<file path="src/rtl/rst_pkg.sv">
// Shared types and helpers for the register status table and its checkpoints.
package rst_pkg;

    localparam int TAG_W    = 6;
    localparam int NUM_REGS = 32;
    localparam int REG_AW   = $clog2(NUM_REGS);

    // One status entry: busy flag plus the tag of the in-flight producer.
    typedef struct packed {
        logic             valid;
        logic [TAG_W-1:0] tag;
    } rst_entry_t;

    // True when a single CDB port retires the producer named by this entry.
    function automatic logic cdb_match(rst_entry_t entry, logic [TAG_W-1:0] cdb_tag,
                                       logic cdb_valid);
        return cdb_valid && entry.valid && (entry.tag == cdb_tag);
    endfunction

endpackage

</file>
<file path="src/rtl/rst_ckpt_if.sv">
// Dispatch / CDB / checkpoint bundle between the dispatch stage and the status table.
interface rst_ckpt_if #(
    parameter int NUM_CDB  = 2,
    parameter int NUM_CKPT = 4
);
    import rst_pkg::*;

    localparam int CKPT_AW = $clog2(NUM_CKPT);

    logic [TAG_W-1:0]            dispatch_tag;
    logic [REG_AW-1:0]           dispatch_addr;
    logic                        dispatch_wen;
    logic [REG_AW-1:0]           dispatch_rsaddr;
    logic [TAG_W-1:0]            dispatch_rstag;
    logic                        dispatch_rsvalid;
    logic [REG_AW-1:0]           dispatch_rtaddr;
    logic [TAG_W-1:0]            dispatch_rttag;
    logic                        dispatch_rtvalid;
    logic [NUM_CDB*TAG_W-1:0]    cdb_tag;
    logic [NUM_CDB-1:0]          cdb_valid;
    logic [NUM_CDB*NUM_REGS-1:0] regfile_wen_onehot;
    logic                        ckpt_save;
    logic                        ckpt_flush;
    logic [CKPT_AW-1:0]          ckpt_id;
    logic [NUM_CKPT-1:0]         ckpt_valid;
    logic [NUM_CKPT-1:0]         ckpt_release;

    modport master (
        output dispatch_tag, dispatch_addr, dispatch_wen, dispatch_rsaddr, dispatch_rtaddr,
               cdb_tag, cdb_valid, ckpt_save, ckpt_flush, ckpt_id, ckpt_release,
        input  dispatch_rstag, dispatch_rsvalid, dispatch_rttag, dispatch_rtvalid,
               regfile_wen_onehot, ckpt_valid
    );

    modport slave (
        input  dispatch_tag, dispatch_addr, dispatch_wen, dispatch_rsaddr, dispatch_rtaddr,
               cdb_tag, cdb_valid, ckpt_save, ckpt_flush, ckpt_id, ckpt_release,
        output dispatch_rstag, dispatch_rsvalid, dispatch_rttag, dispatch_rtvalid,
               regfile_wen_onehot, ckpt_valid
    );

endinterface

</file>
<file path="src/rtl/rst_ckpt_slot.sv">
// One checkpoint copy of the status table. Keeps retiring producers from the
// CDB so a later restore never brings back a completed result as busy.
module rst_ckpt_slot
    import rst_pkg::*;
#(
    parameter int NUM_CDB = 2
) (
    input  logic                              clk,
    input  logic                              reset,
    input  logic [NUM_CDB-1:0][TAG_W-1:0]     cdb_tag,
    input  logic [NUM_CDB-1:0]                cdb_valid,
    input  logic                              save,
    input  rst_entry_t [NUM_REGS-1:0]         save_data,
    output rst_entry_t [NUM_REGS-1:0]         data_clr
);

    rst_entry_t [NUM_REGS-1:0] data_q;

    // Stored copy with this cycle's CDB completions removed; also the restore view.
    always_comb begin
        data_clr    = data_q;
        data_clr[0] = '0;
        for (int r = 1; r < NUM_REGS; r++) begin
            for (int p = 0; p < NUM_CDB; p++) begin
                if (cdb_match(data_q[r], cdb_tag[p], cdb_valid[p])) data_clr[r] = '0;
            end
        end
    end

    // A save replaces the whole copy; otherwise it just tracks CDB clears.
    always_ff @(posedge clk or negedge reset) begin
        if (!reset) data_q <= '0;
        else        data_q <= save ? save_data : data_clr;
    end

endmodule

</file>
<file path="src/rtl/rst_ckpt.sv">
// Register status table for Tomasulo dispatch: live {valid, tag} table with
// CDB bypass on the read ports, per-CDB register-file write enables, and
// NUM_CKPT branch checkpoints that can be restored on a mispredict.
module rst_ckpt
    import rst_pkg::*;
#(
    parameter int NUM_CDB  = 2,
    parameter int NUM_CKPT = 4
) (
    input logic       clk,
    input logic       reset,
    rst_ckpt_if.slave bus
);

    localparam int CKPT_AW = $clog2(NUM_CKPT);

    rst_entry_t [NUM_REGS-1:0]                table_q;
    rst_entry_t [NUM_REGS-1:0]                table_clr;
    rst_entry_t [NUM_REGS-1:0]                table_nxt;
    rst_entry_t [NUM_CKPT-1:0][NUM_REGS-1:0]  slot_clr;
    logic       [NUM_CDB-1:0][TAG_W-1:0]      cdb_tag_a;
    logic       [NUM_CDB-1:0][NUM_REGS-1:0]   cdb_hit;
    logic       [NUM_REGS-1:0]                any_hit;
    logic       [NUM_CKPT-1:0]                ckpt_valid_q;
    logic       [NUM_CKPT-1:0]                ckpt_valid_nxt;
    logic                                     disp_hit;
    logic                                     flush_ok;
    logic                                     save_ok;
    rst_entry_t                               wr_entry;
    rst_entry_t                               rs_entry;
    rst_entry_t                               rt_entry;

    assign cdb_tag_a = bus.cdb_tag;

    // Per-port, per-register match; r0 is never busy so it never matches.
    for (genvar p = 0; p < NUM_CDB; p++) begin : g_port
        for (genvar r = 0; r < NUM_REGS; r++) begin : g_reg
            if (r == 0) begin : g_zero
                assign cdb_hit[p][r] = 1'b0;
            end else begin : g_match
                assign cdb_hit[p][r] = cdb_match(table_q[r], cdb_tag_a[p], bus.cdb_valid[p]);
            end
        end
    end

    assign bus.regfile_wen_onehot = cdb_hit;

    // Collapse the CDB ports: which entries retire now, and does the dispatching tag itself retire.
    always_comb begin
        any_hit  = '0;
        disp_hit = 1'b0;
        for (int p = 0; p < NUM_CDB; p++) begin
            any_hit  = any_hit | cdb_hit[p];
            disp_hit = disp_hit | (bus.cdb_valid[p] && (cdb_tag_a[p] == bus.dispatch_tag));
        end
    end

    assign flush_ok = bus.ckpt_flush && ckpt_valid_q[bus.ckpt_id];
    assign save_ok  = bus.ckpt_save && !flush_ok;

    // A producer that completes in its own dispatch cycle leaves the register ready.
    always_comb begin
        wr_entry.valid = !disp_hit;
        wr_entry.tag   = disp_hit ? '0 : bus.dispatch_tag;
    end

    // Next live table: CDB clears, then either a restore or the dispatch write on top.
    always_comb begin
        for (int r = 0; r < NUM_REGS; r++) table_clr[r] = any_hit[r] ? '0 : table_q[r];
        table_clr[0] = '0;
        table_nxt    = table_clr;
        if (flush_ok) begin
            table_nxt = slot_clr[bus.ckpt_id];
        end else if (bus.dispatch_wen && (bus.dispatch_addr != '0)) begin
            table_nxt[bus.dispatch_addr] = wr_entry;
        end
    end

    // Live table register.
    always_ff @(posedge clk or negedge reset) begin
        if (!reset) table_q <= '0;
        else        table_q <= table_nxt;
    end

    // Read ports: stored tag always shown, busy masked by a same-cycle CDB hit.
    always_comb begin
        rs_entry             = table_q[bus.dispatch_rsaddr];
        rt_entry             = table_q[bus.dispatch_rtaddr];
        bus.dispatch_rsvalid = (bus.dispatch_rsaddr != '0) && rs_entry.valid &&
                               !any_hit[bus.dispatch_rsaddr];
        bus.dispatch_rstag   = (bus.dispatch_rsaddr != '0) ? rs_entry.tag : '0;
        bus.dispatch_rtvalid = (bus.dispatch_rtaddr != '0) && rt_entry.valid &&
                               !any_hit[bus.dispatch_rtaddr];
        bus.dispatch_rttag   = (bus.dispatch_rtaddr != '0) ? rt_entry.tag : '0;
    end

    // Slot occupancy: a restore squashes every branch; a save beats a same-cycle release.
    always_comb begin
        ckpt_valid_nxt = ckpt_valid_q & ~bus.ckpt_release;
        if (flush_ok)     ckpt_valid_nxt = '0;
        else if (save_ok) ckpt_valid_nxt[bus.ckpt_id] = 1'b1;
    end

    // Slot occupancy register.
    always_ff @(posedge clk or negedge reset) begin
        if (!reset) ckpt_valid_q <= '0;
        else        ckpt_valid_q <= ckpt_valid_nxt;
    end

    assign bus.ckpt_valid = ckpt_valid_q;

    // Snapshots take the next-state table so same-cycle dispatch and clears are included.
    for (genvar k = 0; k < NUM_CKPT; k++) begin : g_slot
        rst_ckpt_slot #(.NUM_CDB(NUM_CDB)) u_slot (
            .clk       (clk),
            .reset     (reset),
            .cdb_tag   (cdb_tag_a),
            .cdb_valid (bus.cdb_valid),
            .save      (save_ok && (bus.ckpt_id == CKPT_AW'(k))),
            .save_data (table_nxt),
            .data_clr  (slot_clr[k])
        );
    end

`ifndef SYNTHESIS
    // Restoring an empty slot means the branch unit lost track of its checkpoints.
    always_ff @(posedge clk) begin
        if (reset && bus.ckpt_flush) assert (ckpt_valid_q[bus.ckpt_id]);
    end
`endif

endmodule

</file>
<file path="src/flat_wrapper.sv">
// flat-port wrapper written by rule: the top's interface ports become plain ports
module rst_ckpt_flat import rst_pkg::*;
#(
    parameter int NUM_CDB  = 2,
    parameter int NUM_CKPT = 4
)
  (clk, reset, bus_dispatch_tag, bus_dispatch_addr, bus_dispatch_wen, bus_dispatch_rsaddr, bus_dispatch_rtaddr, bus_cdb_tag, bus_cdb_valid, bus_ckpt_save, bus_ckpt_flush, bus_ckpt_id, bus_ckpt_release, bus_dispatch_rstag, bus_dispatch_rsvalid, bus_dispatch_rttag, bus_dispatch_rtvalid, bus_regfile_wen_onehot, bus_ckpt_valid);
  rst_ckpt_if #(.NUM_CDB(NUM_CDB), .NUM_CKPT(NUM_CKPT)) bus_i ();
  input logic clk;
  input logic reset;
  input wire logic [$bits(bus_i.dispatch_tag)-1:0] bus_dispatch_tag;
  input wire logic [$bits(bus_i.dispatch_addr)-1:0] bus_dispatch_addr;
  input wire logic [$bits(bus_i.dispatch_wen)-1:0] bus_dispatch_wen;
  input wire logic [$bits(bus_i.dispatch_rsaddr)-1:0] bus_dispatch_rsaddr;
  input wire logic [$bits(bus_i.dispatch_rtaddr)-1:0] bus_dispatch_rtaddr;
  input wire logic [$bits(bus_i.cdb_tag)-1:0] bus_cdb_tag;
  input wire logic [$bits(bus_i.cdb_valid)-1:0] bus_cdb_valid;
  input wire logic [$bits(bus_i.ckpt_save)-1:0] bus_ckpt_save;
  input wire logic [$bits(bus_i.ckpt_flush)-1:0] bus_ckpt_flush;
  input wire logic [$bits(bus_i.ckpt_id)-1:0] bus_ckpt_id;
  input wire logic [$bits(bus_i.ckpt_release)-1:0] bus_ckpt_release;
  output wire logic [$bits(bus_i.dispatch_rstag)-1:0] bus_dispatch_rstag;
  output wire logic [$bits(bus_i.dispatch_rsvalid)-1:0] bus_dispatch_rsvalid;
  output wire logic [$bits(bus_i.dispatch_rttag)-1:0] bus_dispatch_rttag;
  output wire logic [$bits(bus_i.dispatch_rtvalid)-1:0] bus_dispatch_rtvalid;
  output wire logic [$bits(bus_i.regfile_wen_onehot)-1:0] bus_regfile_wen_onehot;
  output wire logic [$bits(bus_i.ckpt_valid)-1:0] bus_ckpt_valid;
  assign bus_i.dispatch_tag = bus_dispatch_tag;
  assign bus_i.dispatch_addr = bus_dispatch_addr;
  assign bus_i.dispatch_wen = bus_dispatch_wen;
  assign bus_i.dispatch_rsaddr = bus_dispatch_rsaddr;
  assign bus_i.dispatch_rtaddr = bus_dispatch_rtaddr;
  assign bus_i.cdb_tag = bus_cdb_tag;
  assign bus_i.cdb_valid = bus_cdb_valid;
  assign bus_i.ckpt_save = bus_ckpt_save;
  assign bus_i.ckpt_flush = bus_ckpt_flush;
  assign bus_i.ckpt_id = bus_ckpt_id;
  assign bus_i.ckpt_release = bus_ckpt_release;
  assign bus_dispatch_rstag = bus_i.dispatch_rstag;
  assign bus_dispatch_rsvalid = bus_i.dispatch_rsvalid;
  assign bus_dispatch_rttag = bus_i.dispatch_rttag;
  assign bus_dispatch_rtvalid = bus_i.dispatch_rtvalid;
  assign bus_regfile_wen_onehot = bus_i.regfile_wen_onehot;
  assign bus_ckpt_valid = bus_i.ckpt_valid;
  rst_ckpt #(.NUM_CDB(NUM_CDB), .NUM_CKPT(NUM_CKPT)) u_core (.clk(clk), .reset(reset), .bus(bus_i));
endmodule
</file>
<file path="config.mk">
export PLATFORM = sky130hd
export DESIGN_NAME = rst_ckpt_flat
export DESIGN_NICKNAME = d
export VERILOG_FILES = /design/src/rtl/rst_pkg.sv /design/src/rtl/rst_ckpt_if.sv /design/src/rtl/rst_ckpt_slot.sv /design/src/rtl/rst_ckpt.sv /design/src/flat_wrapper.sv
export SDC_FILE = /design/constraint.sdc
export NUM_CORES = 2
export LEC_CHECK = 0
export CAP_MARGIN = 30
export CORE_MARGIN = 3
export CORE_UTILIZATION = 48
export CTS_BUF_LIST = sky130_fd_sc_hd__clkbuf_8 sky130_fd_sc_hd__clkbuf_16
export CTS_CLUSTER_DIAMETER = 200
export DETAILED_ROUTE_END_ITERATION = 16
export PLACE_DENSITY = 0.66
export SLEW_MARGIN = 5
export SYNTH_ARGS = -nofsm -noshare
export SYNTH_HDL_FRONTEND = slang
export SYNTH_SLANG_ARGS = --single-unit
</file>
<file path="constraint.sdc">
create_clock -name clk -period 5.3 [get_ports clk]
set_input_delay 1.59 -clock clk [delete_from_list [all_inputs] [get_ports clk]]
set_output_delay 1.59 -clock clk [all_outputs]
set_load 0.1 [all_outputs]
</file>
Word-level counts from Yosys, hierarchy flattened --
Index checks and enable logic that the tools add are counted.
Storage, ports and cells: register bits after elaboration 1096, word-level logic and storage cells 1589, bits of input ports 46, output and inout port bits 82
Operators by class: magnitude comparators 6, multiplexer cells 307, bitwise logic cells 5, eq/ne operators 315, reduce and logical (&&, ||, !) cells 643
Operators by type and width (count):
- $mux 7 | 282
- $eq 6x6->1 | 312
- $mux 224 | 7
- $logic_and 1x1->1 | 635
- $bmux 224 s2 | 1
- $bwmux 224 | 1
- $bmux 7 s5 | 2
- $demux 7 s5 | 1
- $or 32x32->32 | 1
- $lt 5x6->1 const B | 3
- $mux 6 | 3
- $reduce_bool 5->1 | 3
- $bmux 1 s5 | 2
- $mux 4 | 2
- $ge 5x1->1 const B | 1
- $and 4x4->4 | 1
- $eq 2x2->1 const B | 2
- $logic_not 1->1 | 4
- $mux 1 | 4
- $not 4->4 | 1
- $or 4x4->4 | 1
- $lt 2x3->1 const B | 1
- $bmux 1 s2 | 1
- $demux 1 s2 | 1
- 4 further kinds | 4

Depth between registers and ports, before layout --
depth in word-level cells 8, mapped depth 14

Modules after synthesis --
A second synthesis with hierarchy kept.
Unflattened totals: cell total of the unflattened synthesis 8763, area, all modules 88559.9 um^2
Modules (own cells, without submodules):
- rst_ckpt_slot at u_core.g_slot[1].u_slot ... | cells an instance 1598, instances 3, area an instance 15841.4 um^2, seq. area each 5430.2 um^2
- rst_ckpt | cells an instance 2371, instances 1, area an instance 25215.4 um^2, seq. area each 5705.5 um^2
- rst_ckpt_slot at u_core.g_slot[0].u_slot | cells an instance 1598, instances 1, area an instance 15820.2 um^2, seq. area each 5430.2 um^2

Worst setup path after synthesis --
OpenSTA, ideal clock, no wires.
kind input to output, start point in bus_cdb_tag[11], end point out bus_dispatch_rsvalid, path slack -3.405 ns, stages on the path 11, arrival 7.115 ns, data required time 3.710 ns, buffers on the path 3, path through buf_6 -> buf_6 -> buf_8 -> xnor2_1 -> nand3_1 -> nor4_1 -> or2_2 -> mux4_2 -> nand2_1 -> o221ai_1 -> o311ai_1
Between the ends: word-level cells in the longest chain between the ends 7
Ends and longest elaborated chain:
- start: declaration | RTL line flat_wrapper.sv:16 | input wire logic [$bits(bus_i.cdb_tag)-1:0] bus_cdb_tag;
- $eq 6x6->1 | RTL line rst_pkg.sv:17 | return cdb_valid && entry.valid && (entry.tag == cdb_tag);
- $logic_and 1x1->1 | RTL line rst_pkg.sv:17
- net bus_regfile_wen_onehot[45] | RTL line flat_wrapper.sv:26 | output wire logic [$bits(bus_i.regfile_wen_onehot)-1:0] bus_regfile_wen_onehot;
- $or 32x32->32 | RTL line rst_ckpt.sv:53 | any_hit = any_hit | cdb_hit[p];
- $bmux 1 s5 | RTL line rst_ckpt.sv:90 | !any_hit[bus.dispatch_rsaddr];
- $mux 1 (implied by the code) | RTL line rst_ckpt.sv:90
- $logic_not 1->1 | RTL line rst_ckpt.sv:90
- $logic_and 1x1->1 | RTL line rst_ckpt.sv:89 | bus.dispatch_rsvalid = (bus.dispatch_rsaddr != '0) && rs_entry.valid &&
- end: declaration | RTL line flat_wrapper.sv:23 | output wire logic [$bits(bus_i.dispatch_rsvalid)-1:0] bus_dispatch_rsvalid;
The timed path passes the listed nets, and every way through them passes these cells. The select of a mux whose other input is x is not followed.

Worst setup path in the final report --
start point in bus_cdb_tag[4], end point out bus_dispatch_rtvalid
Between the ends: word-level cells in the longest chain between the ends 7
Ends and longest elaborated chain:
- $eq 6x6->1 | RTL line rst_pkg.sv:17
- $logic_and 1x1->1 | RTL line rst_pkg.sv:17
- $or 32x32->32 (*) | RTL line rst_ckpt.sv:53
- $bmux 1 s5 (*) | RTL line rst_ckpt.sv:93 | !any_hit[bus.dispatch_rtaddr];
- $mux 1 (implied by the code) (*) | RTL line rst_ckpt.sv:93
- $logic_not 1->1 (*) | RTL line rst_ckpt.sv:93
- $logic_and 1x1->1 (*) | RTL line rst_ckpt.sv:92 | bus.dispatch_rtvalid = (bus.dispatch_rtaddr != '0) && rt_entry.valid &&
- end: declaration | RTL line flat_wrapper.sv:25 | output wire logic [$bits(bus_i.dispatch_rtvalid)-1:0] bus_dispatch_rtvalid;
Mark *: on every way between the ends. The rest lies on a longest branch, timed or not. The select of a mux whose other input is x is not followed.

==> results.py <==
metrics = {
    "yosys": {
        "syn_area_sq_um": 78110,
        "ys_top_cells_by_count": "xor2_1 (1,126), dfrtp_1 (1,096), nand3_1 (810), xnor2_1 (746), nand2_1 (718)",
        "yosys.area.top_type": "dfrtp_1",
        "ys.flop_type": "dfrtp_1",
        "async_flop_share": 1.000,
        "yosysTopAreaCellShare": 0.3511,
        "synth-seq-area-share": 0.3511,
        "yosys_warnings": 0,
        "yosysMostFrequentCell": "xor2_1",
        "synth-edff-count": 0,
        "syn_avg_cell_area_sq_um": 9.421,
        "syn_inst": 8291,
        "yosysUniqueCellTypes": 81,
        "synth_area_leaders": "dfrtp_1 (35%), xor2_1 (13%), xnor2_1 (8.4%)",
        "ys_ff_latch": 1096,
    },
    "run_status": {
        "violations": "setup timing",
        "status": "finished with violations",
    },
    "global_routing": {
        "grt_max_degree": 114,
        "track_usage": 0.4075,
        "antenna_found_initial": 12,
        "globalRoute.totalOverflow": 0,
        "grt_pass1_vias": 71733,
        "grt_pass1_wl_um": 508400,
    },
    "place": {
        "port_buffers": 125,
        "dp_slack_ns": -0.4482,
        "placedInstanceArea_sq_um": 85980,
        "gp_congestion": 1.052,
        "dp_hpwl_um": 244300,
    },
    "flow_run": {
        "drv_cap": 0,
    },
    "sta": {
        "fin_crit_ns": 5.649,
        "worst_clock_skew_ns": 0.03497,
        "worst_slew_pin_slew_ns": 1.086,
        "slew_headroom": 0.2682,
        "hold_viol": 0,
        "max_freq_mhz": 177.0,
        "fin_crit_sh": 1.066,
        "setup_ws_ns": -0.3492,
        "setup_tns_ns": -0.6562,
        "setup_viol": 2,
        "rsz0062_at_grt": "yes",
        "final_max_slew_viol_count": 0,
    },
    "route": {
        "drc_errors": 0,
        "drt-total-wl_um": 352000,
        "num_vias": 74311,
        "via_per_inst": 6.860,
        "drtIter0Drc": 10635,
        "wl_per_cell_um": 32.50,
        "ant_nets": 0,
        "firstDrtPassIters": 10,
    },
    "critical_path": {
        "cp.required_ns": 3.71,
        "cp-end-kind": "primary output",
        "crit_fanout": 9,
        "arrival_ns": 4.06,
        "start_kind": "input port",
        "crit_type": "input port to primary output",
    },
    "clocking": {
        "clkSlewWorstSetupHoldPaths_ns": 0.06,
        "htreeDepth": 4,
        "numCtsBuffers": 131,
        "cts_sinks": 1096,
        "clockBufferDepth": 3,
        "cts_tree": "built",
        "ctsRootBufferMaster": "clkbuf_16",
        "clk_latency_ns": 0.82,
    },
    "die": {
        "die_w_um": 409.4,
        "die-area_sq_um": 167600,
        "die_h_um": 409.4,
        "initial_core_util": 0.4848,
        "fp.coreArea_sq_um": 161100,
        "ios": 128,
        "rows": 147,
    },
    "finish": {
        "fin_util": 0.5680,
        "nets": 8611,
        "n_fill_cell": 14067,
        "drive_gt1_frac": 0.1663,
        "final_area_sq_um": 91520,
        "area_delta_synth_final_pct": 17.18,
    },
    "min_path": {
        "worstHoldPathType": "register to register",
    },
    "power_and_ir_drop": {
        "p_total_mw": 43.39,
        "p_leak_nw": 38.51,
        "power_per_cell_area_nw_per_um2": 474.1,
        "peakVddDrop_mv": 0.3821,
    },
}
-- what timing repair did --
item / CTS / global route
pin swaps: 10 / 36
endpoints found under the setup margin: 14 / 7
setup buffers: 5 / 29
cloned: 1 / 5
resized for setup: 42 / 80
hold buffers: 0 / 0
-- worst max-delay path, stage by stage --
cell,delay (ns)
buf_12,0.15
buf_4,0.17
xnor2_1,0.12
nand3_1,0.15
nor4_4,0.07
or2_2,0.35
mux4_2,0.48
mux2i_1,0.18
o211ai_1,0.21
o22ai_4,0.34
buf_12,0.22
-- worst paths after layout --
path                                          start                                  end  slack (ns)  depth (start not counted)
max in group asynchronous                     reset  u_core.g_slot[2].u_slot.data_q[211]        2.98                          2
min reg2reg                u_core.bus.ckpt_valid[1]             u_core.bus.ckpt_valid[1]        0.55                          2
max                                  bus_cdb_tag[4]                 bus_dispatch_rtvalid       -0.35                         11
max reg2reg                      u_core.table_q[71]   u_core.g_slot[1].u_slot.data_q[71]        2.10                         10
min in group asynchronous                     reset   u_core.g_slot[2].u_slot.data_q[28]        0.84                          1
min                        u_core.bus.ckpt_valid[1]             u_core.bus.ckpt_valid[1]        0.55                          2
-- layer usage --
metal,global-route usage,part of all wire
met5,0,0.00019
met1,0.5595,0.39
met4,0.2016,0.057
met2,0.5871,0.42
met3,0.1161,0.13
-- power by group --
group          internal, mW  total (mW)  switching, mW
Combinational          7.61        16.4           8.79
Sequential             11.5        17.5           6.08
Clock                  5.47        9.46           3.98
-- cell usage in the layout (no fill, tap or decap), types with 21 or more instances in the layout --
cell type           n
and2_1            129
o21ai_1            45
nor3_1            217
a32oi_1            41
o211ai_1           45
dfrtp_1          1096
clkbuf_8           30
and3_1             52
a21oi_1           105
a222oi_1           46
o21a_1             30
nand2_1           716
nor2_1            188
clkbuf_16         136
o21ai_0           411
nand3_1           794
buf_4             560
xnor2_1           736
a221oi_1           46
nand4_1           115
a221o_1            50
clkdlybuf4s50_1    21
o22ai_1            90
xor2_1           1083
a22oi_1           135
a31oi_1            35
a41o_1             28
nor4_1            159
a22o_1            367
buf_12            174
a21o_1             30
inv_1             126
mux4_2            167
clkinv_2           25
mux2i_1            87
a41oi_1            35
xor2_2             42
nor4_4             58
-- stage by stage --
step,hold slack (ns),cells
detailed placement,0.5294,10552
CTS,0.5480,10792
floorplan,0.5070,8299
global placement,0.5230,10550
global route,0.5624,10826
finish,0.5464,10832
-- kinds of logic (layout without fill, tap and decap cells) --
kind of cell,count (synthesis),count (layout),share of synthesized area
other,1,15,0.00004801
and+or+nand+nor,2587,2587,0.1624
buffers and inverters,775,1142,0.05656
AOI/OAI and AO/OA,1682,1682,0.1572
xor gates and xnor gates,1872,1872,0.2099
muxes,278,278,0.06275
DFF,1096,1096,0.3511
-- cell type report --
class                   instances  area (sq um)  area share
clock inverters                76         809.5    0.008845
well taps                    2160          2703     0.02953
flip-flops and latches       1096         27430      0.2997
repair buffers                800          8556     0.09348
clock buffers                 158          3650     0.03988
inverters                     108         411.6    0.004498
diodes                          6         15.01   0.0001641
multi-input cells            6428         47950      0.5239
-- state kept, by name, indices dropped and copies added, names as in the netlist --
register and count:
u_core.g_slot.u_slot.data_q 868, u_core.bus.ckpt_valid 4, u_core.table_q 224
Power figures use the tool's default switching activity.
